File: src/rtl/booth_pkg.sv
// booth_pkg
//   Shared constants for the radix-4 Booth multiplier: default operand and
//   product widths, the Booth digit encoding, and a helper that maps a
//   3-bit multiplier window onto its digit.
//   No ports.
package booth_pkg;

  localparam int A_W_DEF = 8;
  localparam int B_W_DEF = 8;
  localparam int C_W_DEF = 15;

  // Digit encoding: bit 2 is the sign, bits 1:0 the magnitude.
  localparam logic [2:0] ZERO = 3'b000;
  localparam logic [2:0] POS1 = 3'b001;
  localparam logic [2:0] POS2 = 3'b010;
  localparam logic [2:0] NEG1 = 3'b101;
  localparam logic [2:0] NEG2 = 3'b110;

  // Window is {b[2i+1], b[2i], b[2i-1]}; digit = -2*w[2] + w[1] + w[0].
  function automatic logic [2:0] booth_encode(input logic [2:0] win);
    logic [2:0] digit;
    case (win)
      3'b001, 3'b010: digit = POS1;
      3'b011:         digit = POS2;
      3'b100:         digit = NEG2;
      3'b101, 3'b110: digit = NEG1;
      default:        digit = ZERO;
    endcase
    return digit;
  endfunction

endpackage

File: src/rtl/booth_pp_gen.sv
// booth_pp_gen
//   Forms one sign-extended Booth partial product (unshifted) from a 3-bit
//   window of the multiplier and the signed multiplicand.
//   Ports:
//     win   in  3     multiplier window {b[2i+1], b[2i], b[2i-1]}
//     mcand in  A_W   signed multiplicand
//     pp    out P_W   digit * mcand, two's complement, P_W bits
module booth_pp_gen
  import booth_pkg::*;
#(
  parameter int A_W = A_W_DEF,
  parameter int P_W = A_W_DEF + B_W_DEF
) (
  input  logic [2:0]     win,
  input  logic [A_W-1:0] mcand,
  output logic [P_W-1:0] pp
);

  logic [2:0]     digit;
  logic [P_W-1:0] ext;
  logic [P_W-1:0] ext2;

  assign digit = booth_encode(win);

  // Extend to the full product width before doubling/negating so that
  // -2 * (most negative mcand) cannot overflow.
  assign ext  = {{(P_W-A_W){mcand[A_W-1]}}, mcand};
  assign ext2 = ext << 1;

  always_comb begin
    case (digit)
      POS1:    pp = ext;
      POS2:    pp = ext2;
      NEG1:    pp = -ext;
      NEG2:    pp = -ext2;
      default: pp = '0;
    endcase
  end

endmodule

File: src/rtl/booth_top.sv
// booth_top
//   Two-stage pipelined signed multiplier using radix-4 Booth recoding.
//   Stage 1 registers the operands; stage 2 recodes b, builds the partial
//   products, sums them and registers the low C_W bits into c.
//   Ports:
//     clk  in  1    clock, rising edge
//     rst  in  1    asynchronous active-high reset
//     a    in  A_W  signed multiplicand
//     b    in  B_W  signed multiplier
//     c    out C_W  registered signed product (low C_W bits of a*b)
module booth_top
  import booth_pkg::*;
#(
  parameter int A_W = A_W_DEF,
  parameter int B_W = B_W_DEF,
  parameter int C_W = C_W_DEF
) (
  input  logic           clk,
  input  logic           rst,
  input  logic [A_W-1:0] a,
  input  logic [B_W-1:0] b,
  output logic [C_W-1:0] c
);

  localparam int NPP = (B_W + 1) / 2;
  localparam int P_W = A_W + B_W;

  logic [A_W-1:0] a_reg;
  logic [B_W-1:0] b_reg;
  logic [2*NPP:0] b_ext;
  logic [P_W-1:0] pp [NPP];
  logic [P_W-1:0] product;

  // Stage 1: operand capture, no enable.
  always_ff @(posedge clk or posedge rst) begin
    if (rst) begin
      a_reg <= '0;
      b_reg <= '0;
    end else begin
      a_reg <= a;
      b_reg <= b;
    end
  end

  // Implicit b[-1] = 0 below the LSB; odd widths get one extra sign bit so
  // the top window is complete.
  generate
    if (2*NPP > B_W) begin : g_odd
      assign b_ext = {b_reg[B_W-1], b_reg, 1'b0};
    end else begin : g_even
      assign b_ext = {b_reg, 1'b0};
    end
  endgenerate

  genvar gi;
  generate
    for (gi = 0; gi < NPP; gi++) begin : g_pp
      booth_pp_gen #(
        .A_W(A_W),
        .P_W(P_W)
      ) u_pp (
        .win  (b_ext[2*gi+2 -: 3]),
        .mcand(a_reg),
        .pp   (pp[gi])
      );
    end
  endgenerate

  // Partial products weighted by 4^i; modulo-2^P_W addition gives the exact
  // signed product since it always fits in P_W bits.
  always_comb begin
    product = '0;
    for (int i = 0; i < NPP; i++) begin
      product = product + (pp[i] << (2*i));
    end
  end

  // Bits above C_W are deliberately dropped (two's-complement wrap).
  generate
    if (P_W > C_W) begin : g_drop
      logic unused_hi;
      assign unused_hi = ^product[P_W-1:C_W];
    end
  endgenerate

  // Stage 2: result register.
  always_ff @(posedge clk or posedge rst) begin
    if (rst) begin
      c <= '0;
    end else begin
      c <= product[C_W-1:0];
    end
  end

endmodule

File: config.mk
export PLATFORM = sky130hd
export DESIGN_NAME = booth_top
export DESIGN_NICKNAME = d
export VERILOG_FILES = /design/src/rtl/booth_pkg.sv /design/src/rtl/booth_pp_gen.sv /design/src/rtl/booth_top.sv
export SDC_FILE = /design/constraint.sdc
export NUM_CORES = 1
export LEC_CHECK = 0
export ABC_AREA = 1
export CAP_MARGIN = 20
export CORE_MARGIN = 5
export CORE_UTILIZATION = 35
export CTS_BUF_LIST = sky130_fd_sc_hd__clkbuf_4 sky130_fd_sc_hd__clkbuf_8
export DETAILED_ROUTE_END_ITERATION = 8
export MAX_ROUTING_LAYER = met4
export PLACE_DENSITY = 0.51
export SKIP_CTS_REPAIR_TIMING = 1
export SLEW_MARGIN = 0
export SYNTH_ARGS = -nofsm -noshare
export SYNTH_HDL_FRONTEND = slang
export SYNTH_SLANG_ARGS = --single-unit
File: constraint.sdc
create_clock -name clk -period 11.58 [get_ports clk]
set_input_delay 2.316 -clock clk [delete_from_list [all_inputs] [get_ports clk]]
set_output_delay 2.316 -clock clk [all_outputs]
set_load 0.1 [all_outputs]
# After elaboration in Yosys (flattened, before gate mapping)
# Index checks and enable logic that the tools add are counted.
[word_totals]
ff_bits = 31
wordCells = 59
[op_classes]
n_addsub = 5
n_eq_ne = 37
n_mux = 8
n_reduce_logical = 6
[ops]
columns = ["operator", "count"]
rows = [
  ["15-bit one-hot mux with 4 select lines", 1],
  ["13-bit one-hot mux with 4 select lines", 1],
  ["3-bit equality test, second input constant", 17],
  ["15-bit adder", 3],
  ["11-bit one-hot mux with 4 select lines", 1],
  ["3-bit one-hot mux with 4 select lines", 3],
  ["9-bit one-hot mux with 4 select lines", 1],
  ["3-bit by 2-bit equality test with 1-bit output, second input constant", 10],
  ["15-bit negation", 2],
  ["3-bit by 1-bit equality test with 1-bit output, second input constant", 7],
  ["2-bit OR reduction", 6],
  ["3-bit one-hot mux with 3 select lines", 1],
  ["2-bit equality test, second input constant", 2],
  ["2-bit by 1-bit equality test with 1-bit output, second input constant", 1],
]

# Depth between registers and ports, before layout
# Gate-level depths: netlist (run 1).
[logic_depth]
word_depth = 8
mapped_depth = 26
mapped_depth_nobuf = 26

# Cells and area by module
# A second synthesis (run 1) with hierarchy kept.
[hier_totals]
cells_unflattened = 744
hier_area_um2 = 4755.8
[modules_own_cells]
columns = ["mod", "n_inst", "cells_each", "area_each_um2"]
rows = [
  ["booth_pp_gen", 4, 126, 665.6],
  ["booth_top", 1, 240, 2093.3],
]

# Least setup slack after synthesis (run 1)
# Ideal clock, no wire load.
[synth_timing]
path_kind = "register to register"
startpoint = "register a_reg[0]"
endpoint = "register c[12]"
setup_time_ps = 131
t_arrival_ps = 3709
required_time_ps = 11449
path_slack_ps = 7740
stages_incl_launch_ff = 24
n_path_buf = 0
cell_sequence = "dfrtp_1 > inv_1 > ha_1 > nand2_1 > nor2_2 > inv_1 > nor2_2 > inv_1 > nand2_1 > inv_1 > a21oi_1 > a21oi_1 > fa_1 > inv_1 > fa_1 > inv_1 > ha_1 > nand2_1 > nand2_1 > nand3_1 > nand2_1 > a21oi_1 > o21ai_0 > xor2_1"
[synth_between]
elab_chain_len = 5
word_cells_on_any_way = 9
[synth_lines]
columns = ["item", "line", "text"]
rows = [
  ["from (decl)", "booth_top.sv:28", "logic [A_W-1:0] a_reg;"],
  ["from (signal assigned)", "booth_top.sv:37", "a_reg <= '0;"],
  ["from (signal assigned)", "booth_top.sv:40", "a_reg <= a;"],
  ["15-bit negation (on tied branches)", "booth_pp_gen.sv:34, booth_pp_gen.sv:35", ""],
  ["15-bit one-hot mux with 4 select lines / 13-bit one-hot mux with 4 select lines (equally long branches)", "booth_pp_gen.sv:31", "case (digit)"],
  ["15-bit adder (2 in series)", "booth_top.sv:74", "product = product + (pp[i] << (2*i));"],
  ["15-bit adder *", "booth_top.sv:74", ""],
  ["net product[12]", "booth_top.sv:32", "logic [P_W-1:0] product;"],
  ["to (signal assigned)", "booth_top.sv:91", "c <= product[C_W-1:0];"],
  ["to (decl)", "booth_top.sv:22", "output logic [C_W-1:0] c"],
]
# Mark *: on every way through the listed nets, which the timed path passes. The rest lies on a longest branch.

# Final worst setup path (run 1)
# Same ends and word-level chain as after synthesis.

==> impl_summary.md, run 1 <==
Setup path
The startpoint type of the worst setup path is a register. In this run the worst path has a maximum fanout of 7. The worst path required time is 11760 ps. The nature of the critical path endpoint is a register. The worst-case reg-to-reg path depth is 23. The reg-to-reg setup timing slack is 7000 ps. The worst reg2reg path endpoint is c[12]$_DFF_PP0_. The worst register-to-register path begins at a_reg[0]$_DFF_PP0_. The data arrival time of the worst path is 4750 ps. The category of the most critical setup path is register to register.

Run status
The flow ran to the end, and the final reports show no timing, DRC or antenna violations.

Clock network
The number of H-tree branching levels is 2. The clock network latency to the later pin of the worst-skew pair is 290 ps. The number of sinks handled by clock tree synthesis is 31.

After clock tree synthesis, the clock-pin slew on the worst setup and hold paths is 80 ps. TritonCTS built the clock tree. The number of clock buffers added by TritonCTS is 5. CTS placed an instance of clkbuf_8 at the clock tree root. The longest clock path from root to sink contains 2 buffers.

Die
Measured along the y axis, the die boundary spans 106 µm. The die covers 11200 µm². The initial core utilization is 0.353. The die is 106 µm wide. The number of top-level design ports is 33. After floorplanning, the core was divided into 35 placement rows. The floorplan step defined a core boundary enclosing 9110 µm².

Timing
Setup repair after global routing left no endpoint under its margin. After layout, the minimum clock period comes to 4580 ps. The final setup violation count is 0. The clock skew after layout is 2.02 ps. Headroom to the max-slew limit came out at 0.346.

The number of pins exceeding their max-slew limit in the final report is 0. Timing would allow up to 218 MHz. At the pin with the least slew margin, the transition time is 978 ps.

In the finished design, the share of the clock period the worst path needs comes to 0.395. Summed over all failing endpoints, the final setup total negative slack is 0 ps. The hold violation count in the final report is 0.

Yosys
Of the total synthesized cell area, the portion taken by XOR and XNOR cells is 0.0245. Measured against the total synthesized area, the mux share comes to 0. The proportion of register bits with asynchronous set or reset after synthesis is 1.00. The fraction of the mapped netlist area in compound gates is 0.188. The average cell area after synthesis is 7.63 µm².

The adder-cell area share of the yosys netlist is 0.204. The share of the Yosys chip area taken by registers is 0.242. The number of nets in the synthesized netlist is 480. In this run, distinct cell masters in the synthesized netlist total 34. Summing every instance area after synthesis gives 3210 µm². Synthesis handed over a netlist of 421 instances. For this run, the leading register cell type out of synthesis is dfrtp_1. Of the total synthesized cell area, the portion taken by AND, OR, NAND and NOR gates is 0.217. After synthesis, the largest family of logic cells by area is simple AND/OR/NAND/NOR gates.

The number of storage elements in the synthesis netlist is 31. During synthesis, Yosys emitted a total of 0 warnings. The count of flip-flops with a built-in enable after synthesis is 0.

Global routing
Entering global routing, the biggest net connects 32 pins. The number of antenna violations at the first check in global routing came to 0. The overall fraction of global-route tracks in use is 0.192. The total overflow left after global routing is 0. The first-pass GRT wire length is 16200 µm. The number of global-route vias before repair is 3004.

Route
The final layout contains routed wiring with a total length of 9920 µm. The first-pass detailed-route iteration total is 5. The DRC violation count after routing is 0. In this run the remaining antenna-violating nets after routing total 0. After detailed routing, the number of vias per cell comes to 5.34.

The DRC violation total after the first TritonRoute iteration is 205. The routed layout has 3043 vias. After detailed routing, the average wire length per cell comes to 17.4 µm.

Power
The total power draw is 622 µW. Summed over all cells, the static leakage comes to 1.87 nW. The power density over cell area is 166 nW/µm². The worst-case IR drop observed on VDD is 0.0703 mV.

Layout
The area growth from synthesis to layout is 16.5%. After the flow finishes, the layout carries non-filler instances totaling 570. Of the cells placed in the final design, the portion with a size suffix greater than 1 is 0.113. The final-stage net count is 517. The flip-flop count of the largest register, all copies and words added is 15. The post-layout utilization of the core is 0.411. The final antenna diode count is 0.

Placement
The placed wire-length estimate after detailed placement is 7830 µm. Buffers placed on the I/O ports in this run total 32. The cell count after placement is 562. The weighted congestion reported at the end of routability-driven placement is 0.909.

Worst hold path
The launch instance of the worst min-delay path is b_reg[0]$_DFF_PP0_. The path with the worst hold slack has its endpoint at c[0]$_DFF_PP0_. The min-delay analysis places its worst path in the category register to register. The cell depth of the worst hold path is 2.

Job
Max-cap violations in this run came to 0.
-- routing by layer --
| metal | GRT usage | part of all wire | wire length (µm) | vias to the layer above |
|---|---|---|---|---|
| met5 | - | 0 | 0 | - |
| met3 | 0.0337 | 0.064 | 631 | 19 |
| met2 | 0.320 | 0.49 | 4820 | 118 |
| met4 | 0.0620 | 0.023 | 225 | 0 |
| met1 | 0.237 | 0.43 | 4250 | 1442 |
| li1 | - | - | - | 1464 |
-- how the worst max path moves through the flow --
stage	from	to
3_3_place_gp	a_reg[0]$_DFF_PP0_	c[12]$_DFF_PP0_
3_5_place_dp	a_reg[0]$_DFF_PP0_	c[12]$_DFF_PP0_
2_1_floorplan	a_reg[0]$_DFF_PP0_	c[12]$_DFF_PP0_
5_1_grt	a_reg[0]$_DFF_PP0_	c[12]$_DFF_PP0_
6_report	a_reg[0]$_DFF_PP0_	c[12]$_DFF_PP0_
4_1_cts	a_reg[0]$_DFF_PP0_	c[12]$_DFF_PP0_
-- Yosys cell counts (2+ instances only) --
| master | number | share of area |
|---|---|---|
| nand2_2 | 10 | 0.019 |
| inv_2 | 9 | 0.011 |
| ha_1 | 22 | 0.086 |
| o21ai_0 | 25 | 0.039 |
| buf_6 | 2 | 0.0070 |
| nand3_1 | 15 | 0.023 |
| nor2_2 | 7 | 0.014 |
| o22ai_1 | 33 | 0.064 |
| o221ai_1 | 9 | 0.025 |
| nand3_2 | 8 | 0.025 |
| inv_1 | 86 | 0.10 |
| xor2_1 | 5 | 0.014 |
| a21oi_1 | 21 | 0.033 |
| o211ai_1 | 4 | 0.0093 |
| a31oi_1 | 2 | 0.0039 |
| xnor2_1 | 4 | 0.011 |
| nand2_1 | 67 | 0.078 |
| nor2_4 | 2 | 0.0070 |
| fa_1 | 19 | 0.12 |
| nand2_4 | 3 | 0.011 |
| nor3_1 | 3 | 0.0047 |
| nor2_1 | 23 | 0.027 |
| dfrtp_1 | 31 | 0.24 |
-- critical path, stage by stage, from the launching register on --
cell,delay [ps]
dfrtp_1,450
inv_1,260
ha_1,240
nand2_1,90
nor2_2,190
inv_1,90
nor2_2,110
inv_1,70
nand2_1,300
inv_1,130
a21oi_1,150
a21oi_1,110
fa_1,510
inv_1,60
fa_1,520
inv_1,40
ha_1,350
nand2_1,90
nand2_1,60
nand3_1,70
nand2_1,90
a21oi_1,200
o21ai_0,130
xor2_1,160
-- where the power goes --
part / leakage, nW / total, mW / switching, mW / internal, mW
clock: 0.0402 / 0.0906 / 0.0487 / 0.0418
combinational: 1.46 / 0.391 / 0.285 / 0.106
sequential: 0.368 / 0.140 / 0.00838 / 0.132
total: 1.87 / 0.622 / 0.343 / 0.280
-- kinds of logic after synthesis --
family                     after synthesis
buffers and inverters                  101
xor gates and xnor gates                 9
DFF                                     31
AOI/OAI and AO/OA                       99
and+or+nand+nor                        140
adders and majority gates               41
-- placed cells by master (no fill, tap or decap), drive strengths merged, types with 9 or more instances in the layout --
master	n
a21oi	21
clkdlybuf4s50	32
dfrtp	31
fa	19
ha	22
inv	96
nand2	80
nand3	24
nor2	32
o21ai	26
o221ai	9
o22ai	33
-- final cells by class --
class / instances / area [µm²]
multi-input cells: 289 / 2030
clock inverters: 3 / 20.0
well taps: 111 / 139
clock buffers: 5 / 68.8
inverters: 98 / 375
repair buffers: 33 / 328
flip-flops and latches: 31 / 776
fillers: 962 / 5370
-- per-stage QoR --
stage                     worst slack (ps)  instance area (µm²)  hold WS, ps
after floorplan                       7740                 3210          455
after global placement                6950                 3650          500
after detailed placement              7020                 3650          511
after CTS                             6990                 3740          530
after global routing                  6600                 3740          574
final                                 7000                 3740          527
No activity file was read; power rests on OpenSTA's default activity.
==> run 2, diff against run 1 <==
--- a/config.mk
+++ b/config.mk
@@ -12,7 +12,7 @@
 export CTS_BUF_LIST = sky130_fd_sc_hd__clkbuf_4 sky130_fd_sc_hd__clkbuf_8
 export DETAILED_ROUTE_END_ITERATION = 8
 export MAX_ROUTING_LAYER = met4
-export PLACE_DENSITY = 0.51
+export PLACE_DENSITY = 0.53
 export SKIP_CTS_REPAIR_TIMING = 1
 export SLEW_MARGIN = 0
 export SYNTH_ARGS = -nofsm -noshare
==> constraint.sdc (replaced) <==
create_clock -name clk -period 3.9 [get_ports clk]
set_input_delay 0.78 -clock clk [delete_from_list [all_inputs] [get_ports clk]]
set_output_delay 0.78 -clock clk [all_outputs]
set_load 0.1 [all_outputs]
==> impl_summary.md, run 2 (same netlist as run 1, synthesis figures left out) <==
Run status
The flow ran to the end, and the final reports show no timing, DRC or antenna violations.

Clock network
The buffer depth of the longest clock path is 2. CTS built an H-tree with a depth of 2. The register clock-pin slew on the reported worst setup and hold paths is 80 ps. The root buffer selected by CTS is clkbuf_8. In this run, CTS created clock tree buffers numbering 5.

The clock net in this run drives a total of 31 sinks. The clock network latency to the later pin of the worst-skew pair is 290 ps. TritonCTS built the clock tree.

Die
Measured along the y axis, the die boundary spans 106 µm. The placeable core region is 9110 µm². The die outline width is 106 µm. In this run the count of I/O pins placed on the die edge is 33. The initial utilization of the core area, before any placement, comes to 0.353. The floorplan has 35 rows. The die covers 11200 µm².

Setup path
The nature of the critical path endpoint is a register. The startpoint identified for the worst register-to-register timing path is b_reg[1]$_DFF_PP0_. For this design, the slowest cell found on the critical path is fa_1. The category of the most critical setup path is register to register. The reg-to-reg setup timing slack is 80 ps. Traced cell by cell, the critical path runs through nor2_2, nand2_1, o21ai_2, inv_1, ha_2, o211ai_1, buf_4, buf_4, a31oi_1, fa_1, inv_1, fa_1, inv_1, ha_2, nand2_1, nor2_1, nand3_1, o2111ai_2, xor2_1. The kind of cell with the highest combined delay along the critical path is adder cells. The worst path required time is 4120 ps. The worst-case reg-to-reg path depth is 19. The cell that appears most often on the critical path is inv_1. The longest individual stage delay on the worst path is 530 ps. STA classifies the critical path startpoint as a register. The sum of buffers and inverters on the critical path is 5. Data on the critical path arrives at its endpoint at 4040 ps. Of all nets on the critical path, the largest fanout is 4. The worst reg2reg path endpoint is c[13]$_DFF_PP0_.

Worst hold path
The cell depth of the worst hold path is 2. The capture endpoint of the worst hold path is c[0]$_DFF_PP0_. The path type of the worst min-delay path is register to register. The launch instance of the worst min-delay path is b_reg[0]$_DFF_PP0_.

Layout
Leaving out filler cells and counting taps, the final layout contains 653. The repair_antennas step left the layout with diodes totalling 0. Of the cells placed in the final design, the portion with a size suffix greater than 1 is 0.387. At the end of the flow the core is filled with cells to 0.515. The final layout contains 600 nets. From synthesis to final layout, the design area changed by 45.9%. The top cell types in the final layout, fill and taps aside, are buf_4 (83), inv_1 (67), nand2_1 (56).

The most common cell after layout, fill and taps aside is buf_4. The flip-flop count of the largest register, all copies and words added is 15.

Placement
After legalization and detailed placement, the total HPWL measured 8810 µm. At the placement stage, the worst setup path has a slack of -227 ps. During placement, the flow inserted port buffers numbering 32. Counting tap cells, the placed design contains a total of 637 instances. Routability-driven placement finished with a final weighted congestion of 0.938.

Global routing
The first-pass GRT wire length is 16500 µm. The largest net degree at the start of global routing is 17. The overall fraction of global-route tracks in use is 0.198. For this run the aggregate overflow at the end of global routing stands at 0. The number of global-route vias before repair is 3254. The number of antenna violations at the first check in global routing was 0.

Timing
The normalized max-slew margin is 0.333. Setup repair after global routing could not meet its margin everywhere. The number of pins exceeding their max-slew limit in the final report is 0.

The final worst slack is 80.2 ps. Of the available clock period, the critical path in the final layout requires 0.979. The hold violation count in the final report is 0. Setup violations remaining at the end of the flow were counted as 0. The clock skew after layout is 2.46 ps.

After layout, the minimum clock period comes to 3820 ps. For the pin with the worst max-slew slack, the measured transition is 998 ps. For this run, the top clock speed supported by timing is 262 MHz.

Route
The count of nets left with antenna violations once routing finished came out at 0. Dividing the detail-routed wire length by the instance count gives 16.5 µm. The DRC violation total after the first TritonRoute iteration is 238. For this run, design rule violations remaining after detail routing come to 0. After detailed routing, the number of vias per cell comes to 5.09. For this run, the detailed router's first-pass iteration total came to 5.

The total vias in the final route is 3327. The total routed wirelength is 10800 µm.

Power
The maximum resistive drop on vdd is 0.313 mV. Overall power consumption after layout is estimated at 2.17 mW. The power density over cell area is 463 nW/µm². The analysis attributes to cell leakage a power of 2.28 nW.

Job
The number of maximum-capacitance violations is 0.
-- run 2: cell types whose count changed in the layout (fill, tap and decap cells not counted), sizes merged --
cell and delta:
buf +83, inv +1, clkinv -1
-- run 2: worst min-delay path, delay by kind of cell (launching register included) --
family        cells  cell delay, ps
flops             1             400
simple gates      1              60
buf+inv           1              40
-- run 2: cell type report --
cell class	instances	area [µm²]
clock buffer	5	68.8
tap	111	139
clock inverter	3	23.8
sequential	31	777
multi-input combinational	289	2350
inverter	98	375
fill	894	4420
timing repair buffer	116	955
-- run 2: per-stage QoR --
stage,hold WS [ps],TNS (ps),area [µm²]
finish,530,0,4690
global route,568,-359,4690
CTS,533,-1080,4310
detailed placement,512,-897,4220
global placement,515,-808,4220
floorplan,455,0,3210
-- run 2: layer usage --
metal	global-route usage	vias to the layer above	routed length (µm)
met5	-	-	0
met4	0.0648	0	356
met3	0.0374	30	537
met2	0.346	112	5340
met1	0.228	1558	4570
li1	-	1627	-
-- run 2: worst max path at each step --
| stage | depth (start not counted) | start | slack (ps) | end |
|---|---|---|---|---|
| 2_1_floorplan | 23 | a_reg[0]$_DFF_PP0_ | 60 | c[12]$_DFF_PP0_ |
| 5_1_grt | 26 | b_reg[1]$_DFF_PP0_ | -100 | c[14]$_DFF_PP0_ |
| 3_3_place_gp | 20 | b_reg[3]$_DFF_PP0_ | -200 | c[11]$_DFF_PP0_ |
| 3_5_place_dp | 20 | b_reg[3]$_DFF_PP0_ | -230 | c[11]$_DFF_PP0_ |
| 6_report | 19 | b_reg[1]$_DFF_PP0_ | 80 | c[13]$_DFF_PP0_ |
| 4_1_cts | 20 | b_reg[3]$_DFF_PP0_ | -250 | c[11]$_DFF_PP0_ |
-- run 2: power breakdown --
group	internal (mW)	switching, mW	total [mW]
logic	0.521	0.959	1.48
clock network	0.128	0.148	0.276
registers	0.392	0.0253	0.417
